[src/rtl/window_mac_pkg.sv]
// Shared types and helpers for the windowed multiply-accumulate block.
package window_mac_pkg;

  // Internal width used for the saturating add; wide enough for any
  // accumulator up to 62 bits plus a shifted product without wrap.
  localparam int SAT_W = 64;

  typedef struct packed {
    logic signed [SAT_W-1:0] sum;
    logic                    ovf;
  } sat_res_t;

  // Left shift that aligns a product (2*frac_in fractional bits) to the
  // result format (frac_out fractional bits).
  function automatic int frac_shift(input int frac_out, input int frac_in);
    return frac_out - 2 * frac_in;
  endfunction

  // Add two values and clamp the result to a signed range of 'width' bits.
  // The inputs must already lie inside that range, so one extra bit of
  // headroom is all the add needs; the wide internal width provides it.
  function automatic sat_res_t sat_add(input logic signed [SAT_W-1:0] acc,
                                       input logic signed [SAT_W-1:0] addend,
                                       input int                      width);
    logic signed [SAT_W-1:0] s;
    logic signed [SAT_W-1:0] max_v;
    logic signed [SAT_W-1:0] min_v;
    sat_res_t                r;
    s     = acc + addend;
    max_v = $signed((64'd1 << (width - 1)) - 64'd1);
    min_v = ~max_v;
    r.sum = s;
    r.ovf = 1'b0;
    if (s > max_v) begin
      r.sum = max_v;
      r.ovf = 1'b1;
    end else if (s < min_v) begin
      r.sum = min_v;
      r.ovf = 1'b1;
    end
    return r;
  endfunction

endpackage

[src/rtl/window_mac_if.sv]
// Sample input and result output handshakes of window_mac.
interface window_mac_if #(
  parameter int channels_p  = 2,
  parameter int width_in_p  = 12,
  parameter int width_out_p = 32
);
  logic                              clear_i;
  logic [channels_p*width_in_p-1:0]  a_i;
  logic [channels_p*width_in_p-1:0]  b_i;
  logic                              valid_i;
  logic                              ready_o;
  logic [channels_p*width_out_p-1:0] data_o;
  logic [channels_p-1:0]             overflow_o;
  logic                              valid_o;
  logic                              ready_i;

  // Block side
  modport slave (
    input  clear_i, a_i, b_i, valid_i, ready_i,
    output ready_o, data_o, overflow_o, valid_o
  );

  // Producer/consumer side
  modport master (
    output clear_i, a_i, b_i, valid_i, ready_i,
    input  ready_o, data_o, overflow_o, valid_o
  );
endinterface

[src/rtl/window_mac_mac_lane.sv]
// One lane: product register, saturating accumulator, sticky overflow
// and the lane's slice of the result register.
module mac_lane
  import window_mac_pkg::*;
#(
  parameter int width_in_p  = 12,
  parameter int frac_in_p   = 11,
  parameter int width_out_p = 32,
  parameter int frac_out_p  = 22
) (
  input  logic                          clk_i,
  input  logic                          reset_n_i,
  input  logic                          clear_i,
  input  logic                          load_i,    // sample accepted into stage 1
  input  logic                          acc_en_i,  // stage 1 advances into accumulator
  input  logic                          last_i,    // advancing sample closes the window
  input  logic signed [width_in_p-1:0]  a_i,
  input  logic signed [width_in_p-1:0]  b_i,
  output logic signed [width_out_p-1:0] data_o,
  output logic                          overflow_o
);

  localparam int PW = 2 * width_in_p;
  localparam int SH = frac_shift(frac_out_p, frac_in_p);

  logic signed [PW-1:0]          prod_q, prod_d;
  logic signed [width_out_p-1:0] acc_q, acc_d;
  logic signed [width_out_p-1:0] res_q, res_d;
  logic                          ovf_q, ovf_d;
  logic                          res_ovf_q, res_ovf_d;
  logic signed [SAT_W-1:0]       addend;
  sat_res_t                      sat;

  // Stage 1: full-precision product of the accepted sample
  always_comb begin
    prod_d = prod_q;
    if (clear_i)     prod_d = '0;
    else if (load_i) prod_d = PW'(a_i) * PW'(b_i);
  end

  // Stage 2: align product to the result format and saturate into the sum
  always_comb begin
    addend = SAT_W'(prod_q) <<< SH;
    sat    = sat_add(SAT_W'(acc_q), addend, width_out_p);
  end

  // Accumulator and sticky flag; window end restarts both from zero
  always_comb begin
    acc_d = acc_q;
    ovf_d = ovf_q;
    if (clear_i) begin
      acc_d = '0;
      ovf_d = 1'b0;
    end else if (acc_en_i) begin
      if (last_i) begin
        acc_d = '0;
        ovf_d = 1'b0;
      end else begin
        acc_d = sat.sum[width_out_p-1:0];
        ovf_d = ovf_q | sat.ovf;
      end
    end
  end

  // Result slice captures the closing sum; untouched by clear
  always_comb begin
    res_d     = res_q;
    res_ovf_d = res_ovf_q;
    if (last_i) begin
      res_d     = sat.sum[width_out_p-1:0];
      res_ovf_d = ovf_q | sat.ovf;
    end
  end

  // Lane state registers
  always_ff @(posedge clk_i or negedge reset_n_i) begin
    if (!reset_n_i) begin
      prod_q    <= '0;
      acc_q     <= '0;
      ovf_q     <= 1'b0;
      res_q     <= '0;
      res_ovf_q <= 1'b0;
    end else begin
      prod_q    <= prod_d;
      acc_q     <= acc_d;
      ovf_q     <= ovf_d;
      res_q     <= res_d;
      res_ovf_q <= res_ovf_d;
    end
  end

  assign data_o     = res_q;
  assign overflow_o = res_ovf_q;

endmodule

[src/rtl/window_mac.sv]
// Multi-channel windowed multiply-accumulate: shared sample counter,
// stage-1 control, stall and result valid; per-lane datapath in mac_lane.
module window_mac
  import window_mac_pkg::*;
#(
  parameter int channels_p   = 2,
  parameter int width_in_p   = 12,
  parameter int frac_in_p    = 11,
  parameter int width_out_p  = 32,
  parameter int frac_out_p   = 22,
  parameter int window_len_p = 44100
) (
  input logic          clk_i,
  input logic          reset_n_i,
  window_mac_if.slave  bus
);

  localparam int            CW       = (window_len_p > 1) ? $clog2(window_len_p) : 1;
  localparam logic [CW-1:0] LAST_CNT = CW'(window_len_p - 1);

  logic [CW-1:0] cnt_q, cnt_d;
  logic          s1_valid_q, s1_valid_d;
  logic          s1_last_q, s1_last_d;
  logic          valid_q, valid_d;

  logic stall, ready, accept, acc_en, win_end;

  logic [channels_p-1:0][width_out_p-1:0] lane_data;
  logic [channels_p-1:0]                  lane_ovf;

  // A closing sample may not overwrite a result the consumer has not taken
  always_comb begin
    stall   = s1_valid_q & s1_last_q & valid_q & ~bus.ready_i;
    ready   = ~stall & ~bus.clear_i;
    accept  = bus.valid_i & ready;
    acc_en  = s1_valid_q & ~stall & ~bus.clear_i;
    win_end = acc_en & s1_last_q;
  end

  // Sample counter and stage-1 valid/last tracking
  always_comb begin
    cnt_d      = cnt_q;
    s1_valid_d = s1_valid_q;
    s1_last_d  = s1_last_q;
    if (bus.clear_i) begin
      cnt_d      = '0;
      s1_valid_d = 1'b0;
      s1_last_d  = 1'b0;
    end else if (accept) begin
      cnt_d      = (cnt_q == LAST_CNT) ? '0 : cnt_q + CW'(1);
      s1_valid_d = 1'b1;
      s1_last_d  = (cnt_q == LAST_CNT);
    end else if (!stall) begin
      s1_valid_d = 1'b0;
      s1_last_d  = 1'b0;
    end
  end

  // Result valid: a new load wins over a same-cycle drain
  always_comb begin
    valid_d = valid_q;
    if (win_end)                  valid_d = 1'b1;
    else if (valid_q & bus.ready_i) valid_d = 1'b0;
  end

  // Control registers
  always_ff @(posedge clk_i or negedge reset_n_i) begin
    if (!reset_n_i) begin
      cnt_q      <= '0;
      s1_valid_q <= 1'b0;
      s1_last_q  <= 1'b0;
      valid_q    <= 1'b0;
    end else begin
      cnt_q      <= cnt_d;
      s1_valid_q <= s1_valid_d;
      s1_last_q  <= s1_last_d;
      valid_q    <= valid_d;
    end
  end

  for (genvar k = 0; k < channels_p; k++) begin : g_lane
    mac_lane #(
      .width_in_p (width_in_p),
      .frac_in_p  (frac_in_p),
      .width_out_p(width_out_p),
      .frac_out_p (frac_out_p)
    ) u_lane (
      .clk_i     (clk_i),
      .reset_n_i (reset_n_i),
      .clear_i   (bus.clear_i),
      .load_i    (accept),
      .acc_en_i  (acc_en),
      .last_i    (win_end),
      .a_i       (bus.a_i[k*width_in_p +: width_in_p]),
      .b_i       (bus.b_i[k*width_in_p +: width_in_p]),
      .data_o    (lane_data[k]),
      .overflow_o(lane_ovf[k])
    );
  end

  assign bus.ready_o    = ready;
  assign bus.valid_o    = valid_q;
  assign bus.data_o     = lane_data;
  assign bus.overflow_o = lane_ovf;

endmodule

[src/flat_wrapper.sv]
// flat-port wrapper written by rule: the top's interface ports become plain ports
module window_mac_flat import window_mac_pkg::*;
#(
  parameter int channels_p   = 2,
  parameter int width_in_p   = 12,
  parameter int frac_in_p    = 11,
  parameter int width_out_p  = 32,
  parameter int frac_out_p   = 22,
  parameter int window_len_p = 44100
)
  (clk_i, reset_n_i, bus_clear_i, bus_a_i, bus_b_i, bus_valid_i, bus_ready_i, bus_ready_o, bus_data_o, bus_overflow_o, bus_valid_o);
  window_mac_if #(.channels_p(channels_p), .width_in_p(width_in_p), .width_out_p(width_out_p)) bus_i ();
  input logic clk_i;
  input logic reset_n_i;
  input wire logic [$bits(bus_i.clear_i)-1:0] bus_clear_i;
  input wire logic [$bits(bus_i.a_i)-1:0] bus_a_i;
  input wire logic [$bits(bus_i.b_i)-1:0] bus_b_i;
  input wire logic [$bits(bus_i.valid_i)-1:0] bus_valid_i;
  input wire logic [$bits(bus_i.ready_i)-1:0] bus_ready_i;
  output wire logic [$bits(bus_i.ready_o)-1:0] bus_ready_o;
  output wire logic [$bits(bus_i.data_o)-1:0] bus_data_o;
  output wire logic [$bits(bus_i.overflow_o)-1:0] bus_overflow_o;
  output wire logic [$bits(bus_i.valid_o)-1:0] bus_valid_o;
  assign bus_i.clear_i = bus_clear_i;
  assign bus_i.a_i = bus_a_i;
  assign bus_i.b_i = bus_b_i;
  assign bus_i.valid_i = bus_valid_i;
  assign bus_i.ready_i = bus_ready_i;
  assign bus_ready_o = bus_i.ready_o;
  assign bus_data_o = bus_i.data_o;
  assign bus_overflow_o = bus_i.overflow_o;
  assign bus_valid_o = bus_i.valid_o;
  window_mac #(.channels_p(channels_p), .width_in_p(width_in_p), .frac_in_p(frac_in_p), .width_out_p(width_out_p), .frac_out_p(frac_out_p), .window_len_p(window_len_p)) u_core (.clk_i(clk_i), .reset_n_i(reset_n_i), .bus(bus_i));
endmodule
[config.mk]
export PLATFORM = sky130hd
export DESIGN_NAME = window_mac_flat
export DESIGN_NICKNAME = d
export VERILOG_FILES = /design/src/rtl/window_mac_pkg.sv /design/src/rtl/window_mac_if.sv /design/src/rtl/window_mac_mac_lane.sv /design/src/rtl/window_mac.sv /design/src/flat_wrapper.sv
export SDC_FILE = /design/constraint.sdc
export NUM_CORES = 1
export LEC_CHECK = 0
export ABC_AREA = 0
export BUFFER_PORTS_ARGS = -buffer_cell sky130_fd_sc_hd__buf_4
export CAP_MARGIN = 20
export CORE_AREA = 2 2 200 202
export CTS_CLUSTER_DIAMETER = 100
export DETAILED_ROUTE_END_ITERATION = 6
export DIE_AREA = 0 0 202 204
export PLACE_DENSITY = 0.78
export SLEW_MARGIN = 20
export SYNTH_ARGS = -nofsm -noshare
export SYNTH_HDL_FRONTEND = slang
export SYNTH_SLANG_ARGS = --single-unit
[constraint.sdc]
create_clock -name clk_i -period 3.2 [get_ports clk_i]
set_input_delay 0 -clock clk_i [delete_from_list [all_inputs] [get_ports clk_i]]
set_output_delay 0 -clock clk_i [all_outputs]
set_load 0.02 [all_outputs]
Word-level counts from Yosys, hierarchy flattened

Cells that the tools add are included.

Multipliers: 2
Magnitude comparators: 4
Mux-type cells: 30
Eq/ne operators: 2
Add/sub/neg operators: 3
Reductions and logical operators: 3
Bitwise logic cells: 14

Operators by type and width:

| operator                | number |
|---|---|
| $mux W32                | 6 |
| $mux W33                | 4 |
| $mux W24                | 4 |
| $add A32 B24 Y33        | 2 |
| $gt A33 B32 Y1 const B  | 2 |
| $lt A33 B32 Y1 const B  | 2 |
| $mul A12 B12 Y24        | 2 |
| $mux W16                | 3 |
| $add A16 B1 Y16 const B | 1 |
| $eq A16 B16 Y1 const B  | 1 |
| $mux W1                 | 13 |
| $and A1 B1 Y1           | 9 |
| $reduce_bool A2 Y1      | 3 |
| $ne A3 B3 Y1 const B    | 1 |
| $not A1 Y1              | 3 |
| $or A1 B1 Y1            | 2 |

Output and inout bits: 68
Logic and storage cells: 72
Register bits after elaboration: 199

Logic depth before layout (Yosys ltp)

Gate-level depths: netlist (run 1).

Depth in word-level cells: 10
Gate-level depth with buffers: 23

By module

A second synthesis (run 1) with hierarchy kept.

Cells, all modules: 2494
Area total of the unflattened synthesis: 22535.4 um^2

By module, submodules not included:

| module                             | instances | area each (um^2) | cells each |
|---|---|---|---|
| mac_lane (u_core.g_lane[0].u_lane) | 1         | 10699.0          | 1174 |
| mac_lane (u_core.g_lane[1].u_lane) | 1         | 10656.5          | 1196 |
| window_mac                         | 1         | 1179.9           | 124 |

Worst setup path before layout (run 1)

OpenSTA, ideal clock, no wires.

Kind: input to register
From: input port bus_a_i[17]
To: register u_core.g_lane[1].u_lane.prod_q[21]
Setup time: 69 ps
Data arrival time: 4848 ps
Slack: -1717 ps
Cell stages on the path: 21
Data required time: 3131 ps
Path through: clkbuf_1 > nand2_1 > fa_1 > inv_1 > ha_1 > fa_1 > inv_1 > fa_1 > fa_1 > inv_1 > ha_1 > a21o_1 > a21oi_1 > nor2b_1 > o21a_1 > o22a_1 > a211o_1 > nand2_1 > o21bai_1 > or4_1 > nand3_1

Word-level cells in the longest chain between the ends: 3

Ends and longest elaborated chain:

| what                 | line                      | text |
|---|---|---|
| start, declared      | flat_wrapper.sv:16        | `input wire logic [$bits(bus_i.a_i)-1:0] bus_a_i;` |
| $mul A12 B12 Y24     | window_mac_mac_lane.sv:38 | `else if (load_i) prod_d = PW'(a_i) * PW'(b_i);` |
| $mux W24             | window_mac_mac_lane.sv:38 |  |
| $mux W24             | window_mac_mac_lane.sv:37 | `if (clear_i) prod_d = '0;` |
| end signal, assigned | window_mac_mac_lane.sv:84 | `prod_q <= prod_d;` |
| end, declared        | window_mac_mac_lane.sv:26 | `logic signed [PW-1:0] prod_q, prod_d;` |

No other way between the ends. The select of a mux whose other input is x is not followed.
A chain may end at the register's enable or synchronous reset.

Worst setup path in the final report (run 1)

From: input port bus_a_i[19]
To: register u_core.g_lane[1].u_lane.prod_q[19]

The elaborated chain is that of the path after synthesis.

==> results of run 1 <==
[logic make-up (layout without fill, tap and decap cells)]
family                   after synthesis  after routing  share of synthesized area
AO/OA/AOI/OAI                        505            505                     0.1461
multiplexers                          10             10                   0.005669
buffers and inverters                486            873                    0.08638
flip-flops                           199            199                     0.2234
XOR/XNOR                             103            103                    0.04047
adder cells (fa/ha/maj)              454            454                     0.3479
AND/OR/NAND/NOR                      722            722                     0.1501
[registers in the layout, indices dropped and copies added, names as in the netlist]
| register | count |
|---|---|
| u_core.g_lane.u_lane.acc_q | 64 |
| u_core.g_lane.u_lane.data_o | 64 |
| u_core.g_lane.u_lane.prod_q | 48 |
| u_core.cnt_q | 16 |
| u_core.g_lane.u_lane.overflow_o | 2 |
| u_core.g_lane.u_lane.ovf_q | 2 |
| u_core.bus.valid_o | 1 |
| u_core.s1_last_q | 1 |
| u_core.s1_valid_q | 1 |
[power by group through the flow]
stage / registers (W) / logic [W] / clock network [W]
detailed placement: 0.00330 / 0.0203 / 0
floorplan: 0.00314 / 0.0135 / 0
global placement: 0.00329 / 0.0197 / 0
finish: 0.00333 / 0.0260 / 0.00222
CTS: 0.00326 / 0.0231 / 0.00224
global route: 0.00335 / 0.0282 / 0.00234
[how the worst max path moves through the flow]
stage / to / slack [ps] / cells after the start
after global placement: u_core.g_lane[1].u_lane.prod_q[21] / -1480 / 18
after global routing: u_core.g_lane[1].u_lane.prod_q[21] / -1310 / 22
after CTS: u_core.g_lane[0].u_lane.prod_q[22] / -1030 / 21
after floorplan: u_core.g_lane[1].u_lane.prod_q[21] / -1350 / 19
after detailed placement: u_core.g_lane[1].u_lane.prod_q[21] / -1570 / 16
final: u_core.g_lane[1].u_lane.prod_q[19] / -1210 / 22
[per-stage QoR]
step           hold WS, ps  setup WS, ps  area, um^2
4_1_cts              11.09         -1030       28010
3_3_place_gp         108.1         -1480       26020
2_1_floorplan       -295.6         -1351       23260
5_1_grt              8.141         -1311       29100
3_5_place_dp         122.9         -1572       26020
6_report             11.33         -1214       29100
[critical path, delay by kind of cell]
family	cells	cell delay, ps
AND/OR/NAND/NOR	3	210
AO/OA/AOI/OAI	8	1640
adder cells (fa/ha/maj)	6	2500
buffers and inverters	5	400
[what timing repair did]
item,4_1_cts,5_1_grt
hold buffers,6,0
endpoints found under the hold margin,100,0
endpoints found under the setup margin,160,160
gates cloned,4,4
gates resized for setup,217,237
setup buffers,55,29
pin swaps,145,142
[cells in the final DEF (no fill, tap or decap), types with 44 or more instances in the layout]
cell,netlist,routed
a21oi_1,129,74
and2_1,100,80
buf_4,12,375
dfrtp_1,199,194
fa_1,278,267
ha_1,167,118
inv_1,368,335
nand2_1,363,324
nand3_1,72,66
nor2_1,76,67
o21ai_0,163,81
o21ai_1,12,44
o21ai_2,3,50
xnor2_1,60,50
[cell type report]
class,instances,share of cell area
Tap cell,525,0.02258
Inverter,371,0.04808
Clock inverter,13,0.005289
Clock buffer,18,0.01509
Sequential cell,199,0.1714
Timing Repair Buffer,471,0.1472
Multi-Input combinational cell,1794,0.5905
[metal layers]
layer  routed length, um  up-vias  global-route usage
met3                3280      148             0.02583
li1                    -     8810                   -
met2               31470      664              0.5261
met4                1600        0             0.08771
met5                   0        -                   0
met1               26360     9672              0.3993
==> impl_metrics.tcl, run 1 <==
set metrics [dict create \
    start_util 0.5689 \
    drtIter0Drc 1415 \
    fin_crit_sh 1.379 \
    hpwlAfterDp_mm 45.47 \
    totalNegativeSetupSlack_ps -25350 \
    combPwrFrac 0.824 \
    crit_chain "buf_12, nand2_4, fa_1, inv_2, ha_4, fa_1, inv_2, fa_1, fa_1, inv_2, ha_4, a21o_1, a21oi_2, nor2b_4, o21a_1, o22a_1, a211o_1, buf_4, a31oi_1, nor2b_1, o31ai_2, o21ai_1" \
    peakVddDrop_mv 1.302 \
    grt_pass1_wl_mm 100.4 \
    netlist_area_mm2 0.02229 \
    drc 0 \
    r2r_slack_ps -140 \
    worstRegToRegCells 12 \
    p_sw_frac 0.4705 \
    setup_viol_count_final 49 \
    grt_pass1_vias 20210 \
    synthTopCellsByArea "fa_1, dfrtp_1, ha_1" \
    drv_cap 0 \
    die_x_um 202 \
    drt-pass1-iter-count 7 \
    cp-end-kind "register" \
    synthArstFlopShare 1.000 \
    rr_startpoint "u_core.g_lane[0].u_lane.prod_q[0]" \
    multi_input_area_mm2 0.01718 \
    antenna_found_initial 0 \
    portBuffers 120 \
    seq_area_mm2 0.004986 \
    cp_common_cell "fa_1" \
    total_power_w 0.03150 \
    cts_tree "yes" \
    fp-row-count 73 \
    viasPerCell 5.690 \
    final_layout_size_suffix_gt1_frac 0.3074 \
    min_from "bus_a_i[12]" \
    clock.fmax_mhz 226.6 \
    sequentialPowerShare 0.106 \
    final_core_util 0.7426 \
    violations "negative setup slack" \
    grt_max_degree 93 \
    n_antenna_cell 0 \
    slew_headroom 0.4144 \
    insertion_delay_ps 450 \
    io_pins 121 \
    finalHoldViolations 0 \
    dieArea_mm2 0.04121 \
    maxSlewViolCount 0 \
    p_clk_frac 0.071 \
    synth-seq-cells 199 \
    synth_nets 2977 \
    yosysSeqAreaShare 0.2234 \
    hold_end "u_core.g_lane[1].u_lane.prod_q[0]" \
    syn_area_per_cell_um2 8.992 \
    crit_start "bus_a_i[19]" \
    yosysWarnings 0 \
    syn_inst 2479 \
    path_class "in -> reg" \
    cts_made_buffers 17 \
    cts.sinks 199 \
    place_inst 3282 \
    synth_ff_type "dfrtp_1" \
    fp.dieH_um 204 \
    routabilityCongestion 0.9171 \
    worstPathMaxFanout 11 \
    rsz0062_at_grt "yes" \
    fin_ws_ps -1214 \
    instances_no_fill 3391 \
    syn2layout_area_growth_pct 30.53 \
    p_leak_nw 14.59 \
    p_per_area_mw_per_mm2 1083 \
    netlist.area_leader.share 0.2497 \
    core_area_mm2 0.03918 \
    intPower_w 0.01668 \
    grtUsageTotal 0.2999 \
    slowest_delay_ps 560 \
    worstReg2RegEnd "u_core.g_lane[0].u_lane.data_o[1]" \
    fin_skew_ps 12.27 \
    outcome "finished with violations" \
    clk_path_buf_depth 2 \
    crit_slowest_cell "fa_1" \
    clk_pin_slew_ps 80 \
    required_ps 3540 \
    avgRoutedWirePerCell_um 18.50 \
    cp-start-kind "primary input" \
    ant_nets 0 \
    fin_nets 3352 \
    fillers 2589 \
    tightest_slew_ps 878.5 \
    overflow 0 \
    num_vias 19294 \
    power_switching_w 0.01482 \
    hold_class "in -> reg" \
    wirelength_mm 62.72 \
    min_period_ps 4414 \
    htree_levels 4 \
    yosysTopAreaCell "fa_1" \
    crit_arrival_ps 4750 \
    synth_edf_count 0 \
    yosysMostFrequentCell "inv_1" \
    synth_commonest_cells "inv_1, nand2_1, fa_1" \
    synth_cell_type_count 91 \
    holdPathStages 4 \
    clockRootBuffer "clkbuf_16" \
]
(Power assumes the default switching activity.)
==> run 2, diff against run 1 <==
Settings changed: CORE_AREA 2 2 200 202 to 2 2 201 203, DIE_AREA 0 0 202 204 to 0 0 203 205, SYNTH_HIERARCHICAL set to 1.
==> impl_metrics.tcl, run 2 <==
set metrics [dict create \
    holdPathStages 4 \
    power_switching_w 0.01279 \
    final_core_util 0.7249 \
    fin_crit_sh 1.403 \
    totalNegativeSetupSlack_ps -28320 \
    grt_pass1_vias 20367 \
    ant_nets 0 \
    die_x_um 203 \
    cts.sinks 199 \
    drc 0 \
    p_sw_frac 0.4482 \
    peakVddDrop_mv 1.419 \
    fin_area_mm2 0.02853 \
    combPwrFrac 0.822 \
    viasPerCell 5.632 \
    intPower_w 0.01574 \
    rsz0062_at_grt "yes" \
    maxSlewViolCount 0 \
    core_area_mm2 0.03937 \
    grtUsageTotal 0.2899 \
    synthTopCellsByArea "fa_1, dfrtp_1, ha_1" \
    insertion_delay_ps 450 \
    tightest_slew_ps 709.7 \
    yosysSeqAreaShare 0.2210 \
    clk_pin_slew_ps 70 \
    yosysTopAreaCell "fa_1" \
    synth_commonest_cells "inv_1, nand2_1, fa_1" \
    place_area_mm2 0.02616 \
    cp-end-kind "register" \
    syn2layout_area_growth_pct 26.62 \
    synth_edf_count 0 \
    violations "negative setup slack" \
    overflow 0 \
    path_class "in -> reg" \
    fin_skew_ps 11.74 \
    start_util 0.5725 \
    n_antenna_cell 0 \
    synth_nets 2992 \
    p_clk_frac 0.074 \
    outcome "finished with violations" \
    fp.dieH_um 205 \
    fp-row-count 73 \
    routabilityCongestion 0.9012 \
    antenna_found_initial 0 \
    num_vias 18923 \
    drv_cap 0 \
    crit_arrival_ps 4790 \
    min_period_ps 4490 \
    clk_path_buf_depth 2 \
    fin_nets 3320 \
    synthArstFlopShare 1.000 \
    grt_max_degree 80 \
    hpwlAfterDp_mm 44.34 \
    p_per_area_mw_per_mm2 1000 \
    r2r_slack_ps 50 \
    clockRootBuffer "clkbuf_16" \
    worstRegToRegCells 13 \
    avgRoutedWirePerCell_um 17.90 \
    cts_tree "yes" \
    sequentialPowerShare 0.103 \
    drt-pass1-iter-count 5 \
    drtIter0Drc 1014 \
    instances_no_fill 3360 \
    worstPathMaxFanout 3 \
    fin_ws_ps -1290 \
    dieArea_mm2 0.04162 \
    clock.fmax_mhz 222.7 \
    slew_headroom 0.5268 \
    netlist_area_mm2 0.02254 \
    grt_pass1_wl_mm 97.19 \
    cts_made_buffers 17 \
    setup_viol_count_final 33 \
    p_leak_nw 14.04 \
    netlist.area_leader.share 0.2470 \
    hold_class "in -> reg" \
    rr_startpoint "u_core/g_lane[0].u_lane/prod_q[0]" \
    worstReg2RegEnd "u_core/g_lane[0].u_lane/data_o[24]" \
    syn_inst 2494 \
    portBuffers 120 \
    yosysWarnings 6 \
    final_cell_mix "inv_1, buf_4, nand2_1" \
    synth-seq-cells 199 \
    syn_area_per_cell_um2 9.036 \
    min_from "bus_b_i[0]" \
    synth_cell_type_count 91 \
    final_common_cell "inv_1" \
    cp-start-kind "primary input" \
    finalHoldViolations 0 \
    htree_levels 4 \
    final_layout_size_suffix_gt1_frac 0.2723 \
    place_inst 3278 \
    wirelength_mm 60.16 \
    yosysMostFrequentCell "inv_1" \
    hold_end "u_core/g_lane[0].u_lane/prod_q[0]" \
    synth_ff_type "dfrtp_1" \
    io_pins 121 \
    required_ps 3500 \
]
## run 2: cell count changes in the layout (fill, tap and decap cells not counted), sizes merged, moves of 22 or more
cell / delta
o21ai: -110
nor2: +95
buf: -47
o211ai: +40
mux2i: +39
nand2: -33
nand3: -30
inv: +23
o22ai: +22
## run 2: power groups by stage
stage               clock (W)  combinational, W  sequential (W)
floorplan                   0            0.0120         0.00298
finish                0.00212            0.0235         0.00295
CTS                   0.00216            0.0206         0.00294
detailed placement          0            0.0184         0.00299
global placement            0            0.0177         0.00299
global route          0.00227            0.0256         0.00297
## run 2: cell type report
cell class	instances	area, um^2
well taps	525	656.9
repair buffers	420	3816
flip-flops and latches	199	4982
multi-input cells	1783	16990
clock inverters	9	91.34
inverters	401	1519
fillers	2766	10830
clock buffers	23	478.0
## run 2: cell families after synthesis
kind of cell	share of synthesized area
AOI/OAI and AO/OA	0.1347
buffers and inverters	0.09061
DFF	0.2210
and+or+nand+nor	0.1520
muxes	0.02199
adders and majority gates	0.3397
xor gates and xnor gates	0.04003
## run 2: worst max-delay path, stage by stage
cell     delay [ps]
buf_8           100
and2_4          150
fa_1            530
inv_1            50
fa_1            450
fa_1            510
inv_2            50
fa_1            540
inv_2            40
fa_1            510
inv_2            50
ha_4            210
and2_4          130
a221o_1         360
a31oi_4         210
o211a_1         250
a211o_1         190
xnor2_1          70
mux2_2          250
nor2b_1         130
## run 2: stage by stage
step	setup WS (ps)	hold slack (ps)	power [W]
after global routing	-1483	31.14	0.03082
after floorplan	-1562	-295.6	0.01498
after detailed placement	-1856	92.62	0.02137
final	-1290	37.98	0.02853
after CTS	-1204	11.73	0.02568
after global placement	-1725	83.48	0.02066
## run 2: worst max-delay path by stage
stage | startpoint | to | slack, ps | cells after the start
detailed placement | bus_b_i[11] | u_core/g_lane[0].u_lane/prod_q[21] | -1860 | 19
finish | bus_b_i[1] | u_core/g_lane[0].u_lane/prod_q[21] | -1290 | 20
global route | bus_b_i[1] | u_core/g_lane[0].u_lane/prod_q[17] | -1480 | 21
global placement | bus_b_i[8] | u_core/g_lane[0].u_lane/prod_q[17] | -1730 | 21
floorplan | bus_a_i[10] | u_core/g_lane[0].u_lane/prod_q[17] | -1560 | 21
CTS | bus_a_i[2] | u_core/g_lane[0].u_lane/prod_q[17] | -1200 | 19
## run 2: layer usage
layer / vias up / track usage / wire (um)
met5: - / 0 / 0
met1: 9545 / 0.3307 / 23140
met2: 472 / 0.5478 / 32810
li1: 8749 / - / -
met3: 157 / 0.03945 / 1990
met4: 0 / 0.1124 / 2223
## run 2: repair_timing
action | in CTS | in global routing
gates cloned | 2 | 1
endpoints found under the setup margin | 65 | 161
buffers inserted | 34 | 16
endpoints found under the hold margin | 81 | 0
gates resized for setup | 169 | 170
pin swaps | 103 | 103
hold buffers | 5 | 0
==> run 3, diff against run 2 <==
Settings changed: GPL_TIMING_DRIVEN set to 0.
==> impl_metrics.tcl, run 3 (synthesized netlist as in run 2, its figures left out) <==
set metrics [dict create \
    outcome "finished with violations" \
    violations "negative setup slack" \
    syn2layout_area_growth_pct 25.86 \
    fp.dieH_um 205 \
    totalNegativeSetupSlack_ps -31550 \
    power_switching_w 0.01180 \
    combPwrFrac 0.799 \
    drt-pass1-iter-count 5 \
    route.met3.wl_mm 2.460 \
    die_x_um 203 \
    intPower_w 0.01382 \
    final_core_util 0.7205 \
    fin_nets 3250 \
    holdPathStages 2 \
    n_antenna_cell 0 \
    hpwlAfterDp_mm 44.93 \
    min_period_ps 4759 \
    maxSlewViolCount 0 \
    p_clk_frac 0.086 \
    wl_met1_mm 24.02 \
    antenna_found_initial 0 \
    min_from "bus_clear_i" \
    io_pins 121 \
    clockRootBuffer "clkbuf_16" \
    cts.sinks 199 \
    insertion_delay_ps 450 \
    tightest_slew_ps 1024 \
    grt_max_degree 73 \
    slew_headroom 0.3176 \
    cp-end-kind "register" \
    worstRegToRegCells 13 \
    worstPathMaxFanout 5 \
    rr_startpoint "u_core/g_lane[0].u_lane/prod_q[0]" \
    cts_made_buffers 17 \
    sequentialPowerShare 0.115 \
    grt_pass1_vias 20144 \
    dr.max_layer_used "met4" \
    finalHoldViolations 0 \
    fp-row-count 73 \
    p_sw_frac 0.4605 \
    htree_levels 4 \
    peakVddDrop_mv 1.528 \
    drc 0 \
    core_area_mm2 0.03937 \
    wirelength_mm 61.20 \
    r2r_slack_ps -30 \
    fin_ws_ps -1559 \
    grtUsageTotal 0.2941 \
    avgRoutedWirePerCell_um 18.60 \
    required_ps 3580 \
    clock.fmax_mhz 210.1 \
    p_per_area_mw_per_mm2 903.5 \
    ant_nets 0 \
    viasPerCell 5.733 \
    drtIter0Drc 1142 \
    setup_viol_count_final 40 \
    routabilityCongestion 0.9339 \
    fillers 2837 \
    cts_tree "yes" \
    worstReg2RegEnd "u_core/g_lane[0].u_lane/data_o[20]" \
    start_util 0.5725 \
    fin_skew_ps 13.15 \
    cp-start-kind "primary input" \
    num_vias 18862 \
    p_leak_nw 13.81 \
    drv_cap 0 \
    fin_crit_sh 1.487 \
    dieArea_mm2 0.04162 \
    crit_arrival_ps 5140 \
    rsz0062_at_grt "yes" \
    clk_path_buf_depth 2 \
    final_cell_mix "inv_1, nand2_1, fa_1" \
    grt_pass1_wl_mm 98.22 \
    final_layout_size_suffix_gt1_frac 0.2380 \
    path_class "in -> reg" \
    wl_met2_mm 32.44 \
    overflow 0 \
    clk_pin_slew_ps 80 \
    final_common_cell "inv_1" \
    portBuffers 119 \
    hold_ws_ps 76.91 \
    hold_class "in -> reg" \
    hold_end "u_core/g_lane[0].u_lane/prod_q[21]" \
]
run 3: cell types whose count changed in the layout (fill, tap and decap cells not counted), sizes merged:
cell and delta:
buf -145, inv +3, clkbuf +72, mux2 -1, clkinv -2, dlygate4sd3 +3
run 3: worst max-delay path by stage:
stage / start / end / slack [ps] / cells past startpoint
after global routing: bus_a_i[11] / u_core/g_lane[0].u_lane/prod_q[13] / -1690 / 26
after CTS: bus_a_i[10] / u_core/g_lane[0].u_lane/prod_q[17] / -1410 / 22
final: bus_a_i[11] / u_core/g_lane[0].u_lane/prod_q[13] / -1560 / 26
after floorplan: bus_a_i[10] / u_core/g_lane[0].u_lane/prod_q[17] / -1560 / 21
after global placement: bus_b_i[6] / u_core/g_lane[0].u_lane/prod_q[17] / -2050 / 22
after detailed placement: bus_b_i[6] / u_core/g_lane[0].u_lane/prod_q[17] / -2130 / 22
run 3: per-stage QoR:
stage          std cells  cell area [um^2]  setup slack (ps)  power, W
2_1_floorplan       2494             23620             -1562   0.01498
3_3_place_gp        3138             25170             -2045   0.01785
3_5_place_dp        3140             25230             -2125   0.01827
4_1_cts             3243             27130             -1405   0.02359
5_1_grt             3290             28360             -1694   0.02768
6_report            3290             28360             -1559   0.02562
run 3: what timing repair did:
action                     in CTS  in global routing
setup buffers                  60                 46
hold buffers                    8                  0
gates cloned                    3                  5
resized for setup             151                191
hold endpoints to repair       95                  0
setup endpoints to repair     155                160
pin swaps                      86                108
run 3: worst max-delay path: stages:
cell,delay [ps]
buf_8,100
clkbuf_16,140
and2_4,160
fa_1,490
inv_1,60
fa_1,460
fa_1,510
inv_2,40
fa_1,530
inv_1,50
fa_1,520
inv_2,50
ha_4,210
and2_4,140
a221o_1,340
a31oi_4,240
buf_4,150
buf_6,80
buf_6,80
buf_6,80
buf_6,90
buf_6,90
buf_6,90
xnor2_1,160
mux2i_1,130
nor2_1,120
run 3: area by class of cell:
type,instances,area (um^2),share of cell area
Multi-Input combinational cell,1782,17110,0.6032
Sequential cell,199,4982,0.1757
Timing Repair Buffer,242,2226,0.07848
Inverter,401,1510,0.05325
Buffer,109,1286,0.04535
Tap cell,525,656.9,0.02316
Clock buffer,22,484.2,0.01707
Clock inverter,10,107.6,0.003794
run 3: power by group through the flow:
stage | Clock (W) | Combinational [W] | Sequential [W]
after floorplan | 0 | 0.0120 | 0.00298
after global placement | 0 | 0.0149 | 0.00298
after detailed placement | 0 | 0.0153 | 0.00298
after CTS | 0.00223 | 0.0184 | 0.00293
after global routing | 0.00234 | 0.0224 | 0.00296
final | 0.00220 | 0.0205 | 0.00294
run 3: layer usage:
metal | vias to the layer above | GRT usage
met5 | - | 0
met3 | 161 | 0.02784
met2 | 545 | 0.5448
met4 | 0 | 0.1019
met1 | 9556 | 0.3583
li1 | 8600 | -
